===== src/rtl/pcs_chmodel_pkg.sv =====
// Shared definitions for the PCS channel-model blocks: rf mode codes,
// sync-header values and the error-injector FSM state encoding.
package pcs_chmodel_pkg;

    localparam logic [1:0] MODE_ALIN = 2'd0;
    localparam logic [1:0] MODE_CTRL = 2'd1;
    localparam logic [1:0] MODE_DATA = 2'd2;
    localparam logic [1:0] MODE_ALL  = 2'd3;

    localparam logic [1:0] SH_CTRL = 2'b10;
    localparam logic [1:0] SH_DATA = 2'b01;

    typedef enum logic [1:0] {
        ST_IDLE  = 2'd0,
        ST_BURST = 2'd1,
        ST_GAP   = 2'd2,
        ST_DONE  = 2'd3
    } brk_state_t;

    // True while a burst/gap pattern is being played out.
    function automatic logic is_active_state(input brk_state_t st);
        return (st == ST_BURST) || (st == ST_GAP);
    endfunction

endpackage


===== src/rtl/breaker_err_ctrl.sv =====
// Burst/period/repeat sequencer for the multilane payload breaker.
// Holds the shadow timing configuration and walks IDLE/BURST/GAP/DONE,
// advancing only on valid cycles.
module breaker_err_ctrl
    import pcs_chmodel_pkg::*;
#(
    parameter int NB_BURST_CNT  = 10,
    parameter int NB_PERIOD_CNT = 10,
    parameter int NB_REPEAT_CNT = 10
) (
    input  logic                     i_clock,
    input  logic                     i_reset_n,
    input  logic                     i_valid,
    input  logic                     i_update,
    input  logic [NB_BURST_CNT-1:0]  i_burst,
    input  logic [NB_PERIOD_CNT-1:0] i_period,
    input  logic [NB_REPEAT_CNT-1:0] i_repeat,
    output logic                     o_burst_on,
    output logic                     o_active
);

    localparam logic [NB_BURST_CNT-1:0]  BURST_ONE  = NB_BURST_CNT'(1);
    localparam logic [NB_PERIOD_CNT-1:0] PERIOD_ONE = NB_PERIOD_CNT'(1);
    localparam logic [NB_REPEAT_CNT-1:0] REPEAT_ONE = NB_REPEAT_CNT'(1);

    brk_state_t               state_q,      state_d;
    logic [NB_BURST_CNT-1:0]  burst_cnt_q,  burst_cnt_d;
    logic [NB_PERIOD_CNT-1:0] period_cnt_q, period_cnt_d;
    logic [NB_REPEAT_CNT-1:0] repeat_cnt_q, repeat_cnt_d;
    logic [NB_BURST_CNT-1:0]  burst_sh_q,   burst_sh_d;
    logic [NB_PERIOD_CNT-1:0] period_sh_q,  period_sh_d;
    logic [NB_REPEAT_CNT-1:0] repeat_sh_q,  repeat_sh_d;
    logic                     active_q,     active_d;

    // Next-state and counter update; an update restarts the pattern, period end wins over burst end.
    always_comb begin
        state_d      = state_q;
        burst_cnt_d  = burst_cnt_q;
        period_cnt_d = period_cnt_q;
        repeat_cnt_d = repeat_cnt_q;
        burst_sh_d   = burst_sh_q;
        period_sh_d  = period_sh_q;
        repeat_sh_d  = repeat_sh_q;
        if (i_update) begin
            burst_sh_d   = i_burst;
            period_sh_d  = i_period;
            repeat_sh_d  = i_repeat;
            burst_cnt_d  = i_burst;
            period_cnt_d = i_period;
            repeat_cnt_d = i_repeat;
            if (i_period == '0) begin
                state_d = ST_IDLE;
            end else if (i_burst != '0) begin
                state_d = ST_BURST;
            end else begin
                state_d = ST_GAP;
            end
        end else if (i_valid && is_active_state(state_q)) begin
            period_cnt_d = period_cnt_q - PERIOD_ONE;
            if (state_q == ST_BURST) begin
                burst_cnt_d = burst_cnt_q - BURST_ONE;
            end else begin
                burst_cnt_d = burst_cnt_q;
            end
            if (period_cnt_q == PERIOD_ONE) begin
                // Last block of this period: start the next one or stop.
                if ((repeat_sh_q == '0) || (repeat_cnt_q > REPEAT_ONE)) begin
                    if (repeat_sh_q != '0) begin
                        repeat_cnt_d = repeat_cnt_q - REPEAT_ONE;
                    end else begin
                        repeat_cnt_d = repeat_cnt_q;
                    end
                    period_cnt_d = period_sh_q;
                    burst_cnt_d  = burst_sh_q;
                    state_d      = (burst_sh_q != '0) ? ST_BURST : ST_GAP;
                end else begin
                    repeat_cnt_d = '0;
                    state_d      = ST_DONE;
                end
            end else if ((state_q == ST_BURST) && (burst_cnt_q == BURST_ONE)) begin
                state_d = ST_GAP;
            end else begin
                state_d = state_q;
            end
        end else begin
            state_d = state_q;
        end
        active_d = is_active_state(state_d);
    end

    // State, counter and shadow registers.
    always_ff @(posedge i_clock or negedge i_reset_n) begin
        if (!i_reset_n) begin
            state_q      <= ST_IDLE;
            burst_cnt_q  <= '0;
            period_cnt_q <= '0;
            repeat_cnt_q <= '0;
            burst_sh_q   <= '0;
            period_sh_q  <= '0;
            repeat_sh_q  <= '0;
            active_q     <= 1'b0;
        end else begin
            state_q      <= state_d;
            burst_cnt_q  <= burst_cnt_d;
            period_cnt_q <= period_cnt_d;
            repeat_cnt_q <= repeat_cnt_d;
            burst_sh_q   <= burst_sh_d;
            period_sh_q  <= period_sh_d;
            repeat_sh_q  <= repeat_sh_d;
            active_q     <= active_d;
        end
    end

    assign o_burst_on = (state_q == ST_BURST);
    assign o_active   = active_q;

endmodule


===== src/rtl/multilane_payload_breaker.sv =====
// Multilane 66b payload error injector for the channel model.
// Optional macro PAYLOAD_BREAKER_SH_ERR_EN: corrupted lanes also get their
// sync header XORed with the shadowed sh mask.
module multilane_payload_breaker
    import pcs_chmodel_pkg::*;
#(
    parameter int N_LANES        = 4,
    parameter int NB_CODED_BLOCK = 66,
    parameter int NB_SH          = 2,
    parameter int NB_PAYLOAD     = NB_CODED_BLOCK - NB_SH,
    parameter int MAX_ERR_BURST  = 1024,
    parameter int MAX_ERR_PERIOD = 1024,
    parameter int MAX_ERR_REPEAT = 1024,
    parameter int NB_BURST_CNT   = $clog2(MAX_ERR_BURST),
    parameter int NB_PERIOD_CNT  = $clog2(MAX_ERR_PERIOD),
    parameter int NB_REPEAT_CNT  = $clog2(MAX_ERR_REPEAT),
    parameter int NB_ERR_CNT     = 32
) (
    input  logic                              i_clock,
    input  logic                              i_reset_n,
    input  logic                              i_valid,
    input  logic [N_LANES*NB_CODED_BLOCK-1:0] i_data,
    input  logic [N_LANES-1:0]                i_aligner_tag,
    input  logic [1:0]                        i_rf_mode,
    input  logic [N_LANES-1:0]                i_rf_lane_enable,
    input  logic [NB_PAYLOAD-1:0]             i_rf_error_mask,
    input  logic [NB_SH-1:0]                  i_rf_sh_mask,
    input  logic [NB_BURST_CNT-1:0]           i_rf_error_burst,
    input  logic [NB_PERIOD_CNT-1:0]          i_rf_error_period,
    input  logic [NB_REPEAT_CNT-1:0]          i_rf_error_repeat,
    input  logic                              i_rf_update,
    input  logic                              i_rf_clear_cnt,
    output logic [N_LANES*NB_CODED_BLOCK-1:0] o_data,
    output logic                              o_valid,
    output logic [N_LANES-1:0]                o_err_tag,
    output logic [NB_ERR_CNT-1:0]             o_err_count,
    output logic                              o_active
);

    logic [NB_PAYLOAD-1:0]             mask_q,      mask_d;
    logic [1:0]                        mode_q,      mode_d;
    logic [N_LANES-1:0]                lane_en_q,   lane_en_d;
    logic [N_LANES*NB_CODED_BLOCK-1:0] data_q,      data_d;
    logic                              valid_q;
    logic [N_LANES-1:0]                err_tag_q,   err_tag_d;
    logic [NB_ERR_CNT-1:0]             err_count_q, err_count_d;
    logic [NB_ERR_CNT-1:0]             tag_sum_s;
    logic [NB_ERR_CNT:0]               cnt_sum_s;
    logic                              burst_on_s;
    logic                              hit_s;

`ifdef PAYLOAD_BREAKER_SH_ERR_EN
    logic [NB_SH-1:0] sh_mask_q;

    // Shadow sync-header mask, captured only on update.
    always_ff @(posedge i_clock or negedge i_reset_n) begin
        if (!i_reset_n) begin
            sh_mask_q <= '0;
        end else if (i_rf_update) begin
            sh_mask_q <= i_rf_sh_mask;
        end else begin
            sh_mask_q <= sh_mask_q;
        end
    end
`else
    logic [NB_SH-1:0] unused_sh_mask_s;
    assign unused_sh_mask_s = i_rf_sh_mask;
`endif

    breaker_err_ctrl #(
        .NB_BURST_CNT  (NB_BURST_CNT),
        .NB_PERIOD_CNT (NB_PERIOD_CNT),
        .NB_REPEAT_CNT (NB_REPEAT_CNT)
    ) u_err_ctrl (
        .i_clock    (i_clock),
        .i_reset_n  (i_reset_n),
        .i_valid    (i_valid),
        .i_update   (i_rf_update),
        .i_burst    (i_rf_error_burst),
        .i_period   (i_rf_error_period),
        .i_repeat   (i_rf_error_repeat),
        .o_burst_on (burst_on_s),
        .o_active   (o_active)
    );

    // Shadow corruption config: live rf values only matter in the update cycle.
    always_comb begin
        mask_d    = mask_q;
        mode_d    = mode_q;
        lane_en_d = lane_en_q;
        if (i_rf_update) begin
            mask_d    = i_rf_error_mask;
            mode_d    = i_rf_mode;
            lane_en_d = i_rf_lane_enable;
        end else begin
            mask_d    = mask_q;
            mode_d    = mode_q;
            lane_en_d = lane_en_q;
        end
    end

    // The update-cycle block is always clean; an all-zero mask breaks nothing.
    assign hit_s = burst_on_s & ~i_rf_update & i_valid & (|mask_q);

    for (genvar k = 0; k < N_LANES; k++) begin : g_lane
        logic [NB_CODED_BLOCK-1:0] blk_in_s;
        logic [NB_CODED_BLOCK-1:0] blk_out_s;
        logic [NB_SH-1:0]          sh_s;
        logic                      match_s;

        assign blk_in_s = i_data[k*NB_CODED_BLOCK +: NB_CODED_BLOCK];
        assign sh_s     = blk_in_s[NB_CODED_BLOCK-1 -: NB_SH];

        // Block-type filter on the incoming (pre-corruption) header.
        always_comb begin
            match_s = 1'b0;
            case (mode_q)
                MODE_ALIN: match_s = i_aligner_tag[k];
                MODE_CTRL: match_s = (sh_s == SH_CTRL);
                MODE_DATA: match_s = (sh_s == SH_DATA);
                MODE_ALL:  match_s = 1'b1;
                default:   match_s = 1'b1;
            endcase
        end

        assign err_tag_d[k] = hit_s & lane_en_q[k] & match_s;

        // Apply the error mask to a selected lane block.
        always_comb begin
            blk_out_s = blk_in_s;
            if (err_tag_d[k]) begin
                blk_out_s[NB_PAYLOAD-1:0] = blk_in_s[NB_PAYLOAD-1:0] ^ mask_q;
`ifdef PAYLOAD_BREAKER_SH_ERR_EN
                blk_out_s[NB_CODED_BLOCK-1 -: NB_SH] = sh_s ^ sh_mask_q;
`endif
            end else begin
                blk_out_s = blk_in_s;
            end
        end

        assign data_d[k*NB_CODED_BLOCK +: NB_CODED_BLOCK] = blk_out_s;
    end

    // Broken lane-block counter: saturating add, clear has priority.
    always_comb begin
        tag_sum_s = '0;
        for (int k = 0; k < N_LANES; k++) begin
            tag_sum_s = tag_sum_s + {{(NB_ERR_CNT-1){1'b0}}, err_tag_d[k]};
        end
        cnt_sum_s = {1'b0, err_count_q} + {1'b0, tag_sum_s};
        if (i_rf_clear_cnt) begin
            err_count_d = '0;
        end else if (cnt_sum_s[NB_ERR_CNT]) begin
            err_count_d = '1;
        end else begin
            err_count_d = cnt_sum_s[NB_ERR_CNT-1:0];
        end
    end

    // Output and shadow-config registers.
    always_ff @(posedge i_clock or negedge i_reset_n) begin
        if (!i_reset_n) begin
            data_q      <= '0;
            valid_q     <= 1'b0;
            err_tag_q   <= '0;
            err_count_q <= '0;
            mask_q      <= '0;
            mode_q      <= 2'd0;
            lane_en_q   <= '0;
        end else begin
            data_q      <= data_d;
            valid_q     <= i_valid;
            err_tag_q   <= err_tag_d;
            err_count_q <= err_count_d;
            mask_q      <= mask_d;
            mode_q      <= mode_d;
            lane_en_q   <= lane_en_d;
        end
    end

    assign o_data      = data_q;
    assign o_valid     = valid_q;
    assign o_err_tag   = err_tag_q;
    assign o_err_count = err_count_q;

endmodule


===== config.mk =====
export PLATFORM = sky130hd
export DESIGN_NAME = multilane_payload_breaker
export DESIGN_NICKNAME = d
export VERILOG_FILES = /design/src/rtl/pcs_chmodel_pkg.sv /design/src/rtl/breaker_err_ctrl.sv /design/src/rtl/multilane_payload_breaker.sv
export SDC_FILE = /design/constraint.sdc
export NUM_CORES = 1
export LEC_CHECK = 0
export BUFFER_PORTS_ARGS = -buffer_cell sky130_fd_sc_hd__buf_2
export CORE_AREA = 5 5 262 264
export DETAILED_ROUTE_END_ITERATION = 7
export DIE_AREA = 0 0 267 269
export PLACE_DENSITY_LB_ADDON = 0.12
export REMOVE_ABC_BUFFERS = 1
export SLEW_MARGIN = 20
export SYNTH_ARGS = -nofsm -noshare
export SYNTH_HDL_FRONTEND = slang
export SYNTH_SLANG_ARGS = --single-unit

===== constraint.sdc =====
create_clock -name i_clock -period 6.88 [get_ports i_clock]
set_clock_uncertainty 0.05 [all_clocks]
set_input_delay 0.688 -clock i_clock [delete_from_list [all_inputs] [get_ports i_clock]]
set_output_delay 0.688 -clock i_clock [all_outputs]
set_load 0.1 [all_outputs]

== Word-level counts from Yosys, hierarchy flattened ==
Index checks and enable logic that the tools add are counted.
Storage, ports and cells
  input port bits: 375
  logic and storage cells: 104
  flip-flop bits (word level): 434
Cells by class
  order comparisons: 1
  bitwise gates (word level): 16
  muxes and demuxes: 32
  eq/ne operators: 18
  $add $sub $neg: 7
  reductions and logical operators: 15
Operators by type and width (count)
  two-way mux 64 bit: 4
  bitwise XOR 64 bit: 4
  two-way mux 10 bit: 14
  two-way mux 32 bit: 2
  OR reduction 64 bit: 1
  adder 32 x 4 -> 33 bit: 1
  nonzero test 10 bit: 3
  subtractor 10 x 1 -> 10 bit (second input constant): 3
  equality test 10 x 1 -> 1 bit (second input constant): 2
  zero test 10 bit: 2
  equality test 2 bit (second input constant): 8
  two-way mux 2 bit: 8
  case mux 1 bit (4 select lines): 4
  equality test 2 x 1 -> 1 bit (second input constant): 7
  bitwise AND 1 bit: 11
  > comparator 10 x 1 -> 1 bit (second input constant): 1
  adder 3 x 1 -> 4 bit: 1
  nonzero test 2 bit: 2
  adder 2 x 1 -> 3 bit: 1
  logical OR 1 bit: 3
  inequality test 3 bit (second input constant): 1
  AND reduction 3 bit: 1
  adder 1 x 1 -> 2 bit: 1
  logical AND 1 bit: 2
  2 further kinds: 2

== Logic depth before layout (Yosys ltp) ==
Gate-level depths: netlist (run 1).
  depth after elaboration: 12
  depth in mapped cells: 22

== Modules after synthesis ==
Synthesis (run 1) repeated with hierarchy kept, for this count alone.
Unflattened totals
  cells, all modules: 1648
  area total of the unflattened synthesis: 18561.6 um^2
Modules (own cells, without submodules)
  multilane_payload_breaker: times used 1, area an instance 14994.4 um^2, cells each 1261
  breaker_err_ctrl: times used 1, area an instance 3567.2 um^2, cells each 387

== Worst setup path after synthesis (run 1) ==
Ideal clock, no wire load.
  path kind: input port to flip-flop
  start point: input port i_rf_update
  end point: register err_count_q[10], in the netlist o_err_count[10]
  data arrival time: 4532 ps
  required time: 6693 ps
  stages: 18
  setup slack: 2161 ps
  library setup time: 137 ps
  path through: inv_1 -> nand3_1 -> a2111oi_0 -> buf_2 -> buf_2 -> and2_1 -> inv_1 -> fa_1 -> inv_1 -> fa_1 -> fa_1 -> and4_1 -> and3_1 -> nand4_1 -> or2_2 -> clkbuf_1 -> clkbuf_1 -> a21oi_1
On the way
  longest elaborated chain between the ends: 12
  elaborated cells between the ends (all ways): 18
RTL lines
  start: declaration: line multilane_payload_breaker.sv:31  | input logic i_rf_update,
  inverter 1 bit: line multilane_payload_breaker.sv:103  | assign hit_s = burst_on_s & ~i_rf_update & i_valid & (|mask_q);
  bitwise AND 1 bit (3 in series): line multilane_payload_breaker.sv:103
  bitwise AND 1 bit (2 in series): line multilane_payload_breaker.sv:126  | assign err_tag_d[k] = hit_s & lane_en_q[k] & match_s;
  named net err_tag_d[0]: line multilane_payload_breaker.sv:45  | logic [N_LANES-1:0] err_tag_q, err_tag_d;
  adder 1 x 1 -> 2 bit: line multilane_payload_breaker.sv:148  | tag_sum_s = tag_sum_s + {{(NB_ERR_CNT-1){1'b0}}, err_tag_d[k]};
  adder 2 x 1 -> 3 bit: line multilane_payload_breaker.sv:148
  adder 3 x 1 -> 4 bit: line multilane_payload_breaker.sv:148
  adder 32 x 4 -> 33 bit: line multilane_payload_breaker.sv:150  | cnt_sum_s = {1'b0, err_count_q} + {1'b0, tag_sum_s};
  two-way mux 32 bit: line multilane_payload_breaker.sv:153  | end else if (cnt_sum_s[NB_ERR_CNT]) begin
  two-way mux 32 bit: line multilane_payload_breaker.sv:151  | if (i_rf_clear_cnt) begin
  named net err_count_d[10]: line multilane_payload_breaker.sv:46  | logic [NB_ERR_CNT-1:0] err_count_q, err_count_d;
  end signal: assignment: line multilane_payload_breaker.sv:174  | err_count_q <= err_count_d;
  end: declaration: line multilane_payload_breaker.sv:46
The timed path passes the listed nets, and every way through them passes these cells.
A chain may end at the register's enable or synchronous reset.

== Worst setup path in the final report (run 1) ==
  start point: register mask_q[16]
  end point: register err_count_q[29], in the netlist o_err_count[29]
On the way
  longest elaborated chain between the ends: 10
  elaborated cells between the ends (all ways): 16
RTL lines
  start: declaration: line multilane_payload_breaker.sv:40  | logic [NB_PAYLOAD-1:0] mask_q, mask_d;
  start signal: assignment: line multilane_payload_breaker.sv:175  | mask_q <= mask_d;
  OR reduction 64 bit: line multilane_payload_breaker.sv:103
  bitwise AND 1 bit: line multilane_payload_breaker.sv:103
  bitwise AND 1 bit (2 in series): line multilane_payload_breaker.sv:126
  named net err_tag_d[0]: line multilane_payload_breaker.sv:45
  adder 1 x 1 -> 2 bit: line multilane_payload_breaker.sv:148
  adder 2 x 1 -> 3 bit: line multilane_payload_breaker.sv:148
  adder 3 x 1 -> 4 bit: line multilane_payload_breaker.sv:148
  adder 32 x 4 -> 33 bit: line multilane_payload_breaker.sv:150
  two-way mux 32 bit: line multilane_payload_breaker.sv:153
  two-way mux 32 bit: line multilane_payload_breaker.sv:151
  named net err_count_d[29]: line multilane_payload_breaker.sv:46
The timed path passes the listed nets, and every way through them passes these cells.

==> impl_metrics.json, run 1 <==
{
  "grtUsageTotal_pct": 19.6,
  "max_freq_mhz": 205,
  "cts_setup_buffers": 0,
  "yosysWarnings": 0,
  "drive_gt1_share_pct": 39.1,
  "grtUsageMet1_pct": 23.5,
  "synth_cell_types": 64,
  "slew_headroom_pct": 31.7,
  "dr.pass1.iters": 5,
  "setup_viol": 0,
  "drtIter0Drc": 790,
  "p_leak_uw": 0.0109,
  "netlist_area_sq_um": 18300,
  "reg2reg_slack_ps": 2010,
  "dieArea_sq_um": 71800,
  "h-tree-depth": 2,
  "endpoint_kind": "flop",
  "routed_via_density": 4.61,
  "required_ps": 7320,
  "met3_usage_pct": 6.09,
  "rows": 95,
  "ctsResizeCount": 0,
  "place_inst": 3058,
  "synthCells": 1567,
  "hold_buffers": 1,
  "grt_pass1_wl_mm": 105,
  "crit_start": "mask_q[16]",
  "avgRoutedWirePerCell_um": 23.2,
  "drcViolationCount": 0,
  "final_nets": 2629,
  "io_buffers": 674,
  "worst_setup_path_start_kind": "flop",
  "status": "finished clean",
  "slew_violations": 0,
  "crit_path_max_fanout": 27,
  "clock-sinks": 434,
  "cts_tree": "built",
  "fp.dieW_um": 267,
  "worstSetupPathType": "flop to flop",
  "routed_wl_mm": 73.5,
  "start_util_pct": 27.7,
  "synth_edf_count": 0,
  "route.vias.total": 14600,
  "rsz0062_at_grt": "no",
  "core-area_sq_um": 66300,
  "reg2regPathDepth": 17,
  "grt_pass1_vias": 15300,
  "grt_max_degree": 129,
  "r2r-end": "o_err_count[29]",
  "fp.dieH_um": 269,
  "pin_count": 677,
  "hpwlAfterDp_mm": 55.0,
  "hold_viol": 0,
  "ir_drop_mv": 0.190,
  "area_delta_synth_final_pct": 33.3,
  "fin_util_pct": 36.9,
  "timing.hold.ws_ps": 186,
  "async_reset_ff_share_pct": 100,
  "avgSynthCellArea_sq_um": 11.7,
  "rr_startpoint": "mask_q[16]",
  "endpoint": "o_err_count[29]",
  "clkLatencyLatePin_ps": 590,
  "clkTransAtPathRegs_ps": 60,
  "cap_violations": 0,
  "ant_nets": 0,
  "power_density_nw_per_um2": 302,
  "met2_usage_pct": 34.1,
  "post-route-period-util_pct": 70.9,
  "cp.arrival_ps": 5320,
  "top_usage_layer": "met2",
  "min_period_ps": 4870,
  "finalPower_uw": 7380,
  "ys_seq_elements": 434,
  "synthFlopType": "dfrtp_1",
  "hold_path_class": "primary input to flop",
  "antenna_found_initial": 38,
  "cts_root_buffer": "clkbuf_16",
  "gp_congestion": 0.833,
  "grt.overflow.total": 0,
  "synth-seq-area-share_pct": 59.2,
  "clockBufferDepth": 3,
  "final_cells": 3167,
  "nFillCells": 6780,
  "numCtsBuffers": 52,
  "worstMarginPinSlew_ps": 1020
}
worst min path at each step:
stage	start	to	slack (ps)	cells past startpoint
6_report	i_data[196]	o_data[196]	190	1
5_1_grt	i_data[196]	o_data[196]	160	1
4_1_cts	i_data[196]	o_data[196]	140	1
3_5_place_dp	u_err_ctrl.period_sh_q[0]	u_err_ctrl.period_sh_q[0]	440	2
3_3_place_gp	u_err_ctrl.period_sh_q[0]	u_err_ctrl.period_sh_q[0]	430	2
2_1_floorplan	i_reset_n	lane_en_q[0]	340	0
power by group:
| group | switching, uW | internal [uW] |
|---|---|---|
| Combinational | 1360 | 371 |
| Sequential | 157 | 2760 |
| Clock | 1100 | 1630 |
worst max-delay path, cell delays in order, from the launching register on:
cell and delay, ps:
dfrtp_1 430, nor4_1 510, nand4_1 300, nor4_2 330
buf_4 210, a2111oi_2 70, and2_1 190, inv_1 70
fa_1 410, inv_1 80, fa_1 210, fa_1 250
and4_1 300, and3_1 280, nand4_1 130, or2_2 560
and3_1 280, nor3_1 120
cell families (layout without fill, tap and decap cells):
logic type               count (synthesis)  after routing  share of synthesized area, %
AO/OA/AOI/OAI                          148            148                          4.76
XOR/XNOR                               294            294                          14.0
adder cells (fa/ha/maj)                 14             14                          1.08
buffers and inverters                  103            815                          2.39
flip-flops                             434            434                          59.2
multiplexers                            96             96                          5.88
other                                    0             15                             0
AND/OR/NAND/NOR                        478            478                          12.6
through the flow:
step | area, sq um | setup WS, ps | TNS [ps]
final | 24500 | 2010 | 0
after global placement | 22700 | 1390 | 0
after detailed placement | 22700 | 1360 | 0
after global routing | 24400 | 1580 | 0
after CTS | 24400 | 1770 | 0
after floorplan | 18000 | -4950 | -328950
routing by layer:
metal  vias up  wire (um)
li1       6667          -
met1      7259      28600
met2       504      37300
met3       130       5520
met4        34       1850
met5         -        206
registers in the layout (all words and copies together) (netlist names):
name / flops
o_data: 264
mask_q: 64
o_err_count: 32
u_err_ctrl.burst_cnt_q: 10
u_err_ctrl.burst_sh_q: 10
u_err_ctrl.period_cnt_q: 10
u_err_ctrl.period_sh_q: 10
u_err_ctrl.repeat_cnt_q: 10
u_err_ctrl.repeat_sh_q: 10
lane_en_q: 4
o_err_tag: 4
mode_q: 2
u_err_ctrl.state_q: 2
o_valid: 1
u_err_ctrl.o_active: 1
cell type report:
cell class / count / area (sq um) / area share, %
Antenna cell: 15 / 37.5 / 0.153
Sequential cell: 434 / 10900 / 44.4
Multi-Input combinational cell: 1030 / 7080 / 28.9
Clock buffer: 82 / 1600 / 6.56
Timing Repair Buffer: 694 / 3570 / 14.6
Tap cell: 873 / 1090 / 4.47
Inverter: 28 / 105 / 0.430
Clock inverter: 11 / 106 / 0.435
cell usage in the layout (no fill, tap or decap), drive strengths merged, types with 2 or more instances in the layout:
cell type,synthesis,routed
a211oi,3,3
a21oi,60,60
a22oi,18,18
a2bb2oi,2,2
a311oi,2,2
a31oi,5,5
and2,3,3
and3,5,5
and4,5,5
buf,37,693
clkbuf,38,82
clkinv,0,6
clkinvlp,0,3
dfrtp,434,434
diode,0,15
fa,3,3
ha,11,11
inv,28,29
mux2,94,94
mux2i,2,2
nand2,175,175
nand2b,7,7
nand3,152,152
nand4,15,15
nor2,56,56
nor2b,2,2
nor3,9,9
nor4,33,33
o21a,4,4
o21ai,37,37
o22ai,4,4
o31ai,3,3
or2,3,3
or2b,2,2
or3,2,2
or4,2,2
xnor2,276,276
xor2,18,18
cell usage after synthesis (2+ instances only):
master / n / area [sq um]
a211oi_1: 3 / 22.5
a21oi_1: 60 / 300
a22oi_1: 18 / 135
a2bb2oi_1: 2 / 17.5
a311oi_1: 2 / 17.5
a31oi_1: 5 / 31.3
and2_1: 3 / 18.8
and3_1: 5 / 31.3
and4_1: 5 / 43.8
buf_1: 14 / 52.6
buf_2: 17 / 85.1
buf_4: 4 / 30.0
buf_6: 2 / 22.5
clkbuf_1: 38 / 143
dfrtp_1: 434 / 10900
fa_1: 3 / 60.1
ha_1: 11 / 138
inv_1: 28 / 105
mux2_2: 94 / 1060
mux2i_1: 2 / 20.0
nand2_1: 174 / 653
nand2b_1: 7 / 43.8
nand3_1: 152 / 761
nand4_1: 14 / 87.6
nor2_1: 56 / 210
nor2b_1: 2 / 12.5
nor3_1: 7 / 35.0
nor3_4: 2 / 32.5
nor4_1: 30 / 188
nor4_4: 2 / 42.5
o21a_1: 4 / 30.0
o21ai_0: 34 / 170
o21ai_1: 3 / 15.0
o22ai_1: 4 / 25.0
o31ai_1: 3 / 22.5
or2_2: 3 / 18.8
xnor2_1: 276 / 2420
xor2_1: 18 / 158
No activity file was read; power rests on OpenSTA's default activity.
==> run 2: changes to the inputs <==
Clock period 6.88 ns to 4.5 ns, I/O delays scaled along.
==> run 2 against run 1 <==
Against the previous run: first-iteration DRC count up 14%; cell count up 9.3%; power up 60%; non-clock buffer count up 301; critical path depth up 1; clock power up 62%; global-route usage up 0.62 points; fmax up 15%; core utilization up 4.6 points; combinational power up 70%.
==> impl_metrics.json, run 2 (synthesis gave the netlist of run 1 again) <==
{
  "status": "finished clean",
  "hpwlAfterDp_mm": 56.1,
  "gp_congestion": 0.827,
  "avgRoutedWirePerCell_um": 21.9,
  "clkLatencyLatePin_ps": 600,
  "drcViolationCount": 0,
  "min_period_ps": 4230,
  "grt_max_degree": 137,
  "worstMarginPinSlew_ps": 1040,
  "fin_area_sq_um": 27500,
  "start_util_pct": 27.7,
  "drive_gt1_share_pct": 36.2,
  "hold_path_class": "primary input to flop",
  "slew_violations": 0,
  "clock-sinks": 434,
  "clockBufferDepth": 3,
  "ant_nets": 0,
  "core-area_sq_um": 66300,
  "dieArea_sq_um": 71800,
  "fp.dieH_um": 269,
  "power_density_nw_per_um2": 428,
  "antenna_found_initial": 18,
  "fp.dieW_um": 267,
  "final_common_cell": "buf_2",
  "io_buffers": 674,
  "post-route-period-util_pct": 94.0,
  "cts_tree": "built",
  "grt.overflow.total": 0,
  "slew_headroom_pct": 30.6,
  "crit_path_max_fanout": 6,
  "reg2reg_slack_ps": 270,
  "largest_reg_flops": 264,
  "numCtsBuffers": 51,
  "final_nets": 2929,
  "setup_viol": 0,
  "hold_viol": 0,
  "p_leak_uw": 0.0122,
  "area_delta_synth_final_pct": 50.2,
  "h-tree-depth": 2,
  "max_stage_delay_ps": 520,
  "grt_pass1_wl_mm": 110,
  "dr.pass1.iters": 6,
  "grt_pass1_vias": 16800,
  "rows": 95,
  "place_area_sq_um": 23000,
  "crit_family": "simple AND/OR/NAND/NOR gates",
  "cp_slowest_cell": "nor4_1",
  "worstSetupPathType": "flop to flop",
  "finalPower_uw": 11800,
  "timing.hold.ws_ps": 41.0,
  "worstPathBufferInverterCount": 4,
  "required_ps": 4890,
  "routed_wl_mm": 75.8,
  "drtIter0Drc": 902,
  "finalSetupTns_ps": 0,
  "cap_violations": 0,
  "routed_via_density": 4.51,
  "clkTransAtPathRegs_ps": 60,
  "final_cell_mix": "buf_2, dfrtp_1, xnor2_1",
  "cts_root_buffer": "clkbuf_16",
  "endpoint_kind": "flop",
  "crit_chain": "nor4_1, nand4_1, nor4_2, buf_4, a2111oi_2, and2_1, inv_1, fa_1, inv_1, fa_2, fa_1, and4_1, and3_4, buf_4, nand3_1, nor3_1, mux2i_1, nor2_1",
  "route.vias.total": 15600,
  "grtUsageTotal_pct": 20.2,
  "worst_setup_path_start_kind": "flop",
  "pin_count": 677,
  "ir_drop_mv": 0.295,
  "max_freq_mhz": 236,
  "cp.arrival_ps": 4620
}
run 2: per-stage QoR:
stage               worst slack [ps]  utilization (%)  instances
floorplan                      -7090                -       1492
global placement                 147             34.7       3093
detailed placement              31.8             34.7       3093
CTS                             51.7             41.4       3453
global route                   -1.50             41.5       3458
finish                           271             41.5       3463
run 2: path summary, 6_finish.rpt:
check,from,end,cells after the start
setup / recovery,mask_q[33],o_err_count[30],18
hold / removal,i_rf_error_mask[17],mask_q[17],2
setup reg to reg,mask_q[33],o_err_count[30],18
hold reg to reg,u_err_ctrl.period_sh_q[4],u_err_ctrl.period_sh_q[4],1
max in group asynchronous,i_reset_n,o_data[228],3
min in group asynchronous,i_reset_n,o_data[157],2
run 2: power by group:
part	switching [uW]	internal, uW
combinational	2190	747
sequential	204	4210
clock	1730	2690
run 2: what timing repair did:
item | 4_1_cts | 5_1_grt
resized for setup | 2 | 7
setup buffers | 0 | 0
endpoints found under the hold margin | 360 | 0
hold buffers | 267 | 0
pin swaps | 0 | 1
setup endpoints to repair | 7 | 31
run 2: layout make-up:
type | instances | area, sq um
fill | 6476 | 38800
sequential | 434 | 10900
multi-input combinational | 1030 | 7120
timing repair buffer | 995 | 6540
clock buffer | 72 | 1480
tap | 873 | 1090
clock inverter | 21 | 310
inverter | 28 | 105
antenna | 10 | 25.0
run 2: per-layer routing:
| metal | vias up | global-route usage [%] | routed length (um) |
|---|---|---|---|
| li1 | 7245 | - | - |
| met1 | 7696 | 24.5 | 30100 |
| met2 | 550 | 35.1 | 37400 |
| met3 | 115 | 5.42 | 5550 |
| met4 | 12 | 6.70 | 2590 |
| met5 | - | 0 | 82 |
run 2: worst register-to-register path, stage by stage, from the launching register on:
cell	delay, ps
dfrtp_1	430
nor4_1	520
nand4_1	270
nor4_2	280
buf_4	190
a2111oi_2	60
and2_1	190
inv_1	70
fa_1	410
inv_1	90
fa_2	240
fa_1	190
and4_1	210
and3_4	210
buf_4	100
nand3_1	110
nor3_1	210
mux2i_1	210
nor2_1	50
==> run 3: changes to the inputs <==
Settings changed: CORE_AREA 5 5 262 264 to 5 5 264 266, DIE_AREA 0 0 267 269 to 0 0 269 271, RECOVER_POWER from default to 100.
==> run 3 against run 2 <==
Against the previous run: the flow now finishes with violations (capacitance limit, slew limit); clock-buffer cell count grew 7; fmax decreased by 0.70%; worst hold slack lost 4.7 ps; critical path depth decreased by 6; sequential power about the same; highest routed layer unchanged.
==> impl_metrics.json, run 3 (synthesis gave the netlist of run 1 again) <==
{
  "cts_tree": "built",
  "fin_area_sq_um": 26800,
  "slew_violations": 396,
  "grt_pass1_wl_mm": 110,
  "worst_setup_path_start_kind": "flop",
  "setup_viol": 0,
  "routed_via_density": 4.52,
  "final_common_cell": "dfrtp_1",
  "slew_headroom_pct": -51.1,
  "cts_root_buffer": "clkbuf_16",
  "start_util_pct": 27.5,
  "largest_reg_flops": 264,
  "hold_viol": 0,
  "clockBufferDepth": 3,
  "grtUsageMet1_pct": 23.4,
  "final_cell_mix": "dfrtp_1, buf_2, clkbuf_1",
  "crit_path_max_fanout": 47,
  "drcViolationCount": 0,
  "drtIter0Drc": 774,
  "drive_gt1_share_pct": 24.3,
  "h-tree-depth": 2,
  "routed_wl_mm": 76.0,
  "worstMarginPinSlew_ps": 2270,
  "dr.pass1.iters": 5,
  "met2_usage_pct": 34.9,
  "top_usage_layer": "met2",
  "power_density_nw_per_um2": 429,
  "ir_drop_mv": 0.312,
  "hold_path_class": "primary input to flop",
  "final_nets": 2911,
  "grt_pass1_vias": 17100,
  "max_freq_mhz": 235,
  "grt.overflow.total": 0,
  "met3_usage_pct": 5.32,
  "required_ps": 4920,
  "finalPower_uw": 11500,
  "clkLatencyLatePin_ps": 590,
  "violations": "capacitance limit, slew limit",
  "worstSetupPathType": "flop to flop",
  "p_leak_uw": 0.0112,
  "grt_max_degree": 87,
  "pin_count": 677,
  "gp_congestion": 0.840,
  "fin_util_pct": 40.1,
  "rsz0062_at_grt": "no",
  "hpwlAfterDp_mm": 56.0,
  "cp.arrival_ps": 4680,
  "ant_nets": 0,
  "fp.dieW_um": 269,
  "fp.dieH_um": 271,
  "antenna_found_initial": 27,
  "post-route-period-util_pct": 94.6,
  "route.vias.total": 15600,
  "area_delta_synth_final_pct": 46.2,
  "grtUsageTotal_pct": 19.9,
  "avgRoutedWirePerCell_um": 22.0,
  "numCtsBuffers": 52,
  "io_buffers": 674,
  "clkTransAtPathRegs_ps": 50,
  "whs_path_depth": 2,
  "clock-sinks": 434,
  "reg2regPathDepth": 12,
  "place_area_sq_um": 23000,
  "dieArea_sq_um": 72900,
  "cap_violations": 8,
  "endpoint_kind": "flop",
  "min_period_ps": 4260,
  "finalSetupTns_ps": 0,
  "rows": 95,
  "status": "finished with violations",
  "core-area_sq_um": 66800
}
==> run 3: worst max-delay path, stage by stage, from the launching register on <==
cell,delay [ps]
dfrtp_2,440
nor4_4,60
buf_4,160
nand4_1,220
nor4_2,70
buf_4,160
clkbuf_4,130
clkbuf_1,100
nor4_2,400
clkbuf_1,1130
buf_4,680
nand2_1,170
xnor2_1,260
==> run 3: path summary, 6_finish.rpt <==
path                                            from                   endpoint  slack, ps
setup / recovery                           mask_q[8]                o_data[210]        240
max in group asynchronous                  i_reset_n               lane_en_q[0]        790
min in group asynchronous                  i_reset_n                o_data[252]       1020
setup reg to reg                           mask_q[8]                o_data[210]        240
hold / removal                            i_data[66]                 o_data[66]         40
hold reg to reg            u_err_ctrl.period_sh_q[0]  u_err_ctrl.period_sh_q[0]        450
==> run 3: per-layer routing <==
layer | wire length [um] | share of wire, % | vias to the layer above
met3 | 5340 | 7.0 | 127
li1 | - | - | 7216
met5 | 138 | 0.18 | -
met4 | 2350 | 3.1 | 22
met2 | 38600 | 51 | 513
met1 | 29600 | 39 | 7723
==> run 3: area by class of cell <==
| type | instances | area (sq um) |
|---|---|---|
| diodes | 16 | 40.0 |
| clock buffers | 79 | 1550 |
| clock inverters | 17 | 155 |
| fillers | 6764 | 40000 |
| inverters | 28 | 105 |
| multi-input cells | 1030 | 7160 |
| flip-flops and latches | 434 | 10900 |
| well taps | 873 | 1090 |
| repair buffers | 976 | 5840 |
==> run 3: power breakdown <==
part | internal [uW] | total (uW) | switching, uW
logic | 673 | 2850 | 2180
clock network | 2490 | 4200 | 1710
registers | 4220 | 4440 | 220
==> run 3: per-stage QoR <==
stage	hold slack, ps	setup WS, ps	cells
after floorplan	104	-7090	1492
after global placement	435	48.5	3091
after detailed placement	439	-37.2	3091
after CTS	0.137	34.9	3435
after global routing	4.36	11.2	3449
final	36.3	241	3453
==> run 3: repair_timing <==
action                                  4_1_cts  5_1_grt
hold buffers                                248        1
pin swaps                                     0        7
buffers inserted                              0        1
resized for setup                             4       19
endpoints found under the setup margin       26       30
endpoints found under the hold margin       327        1
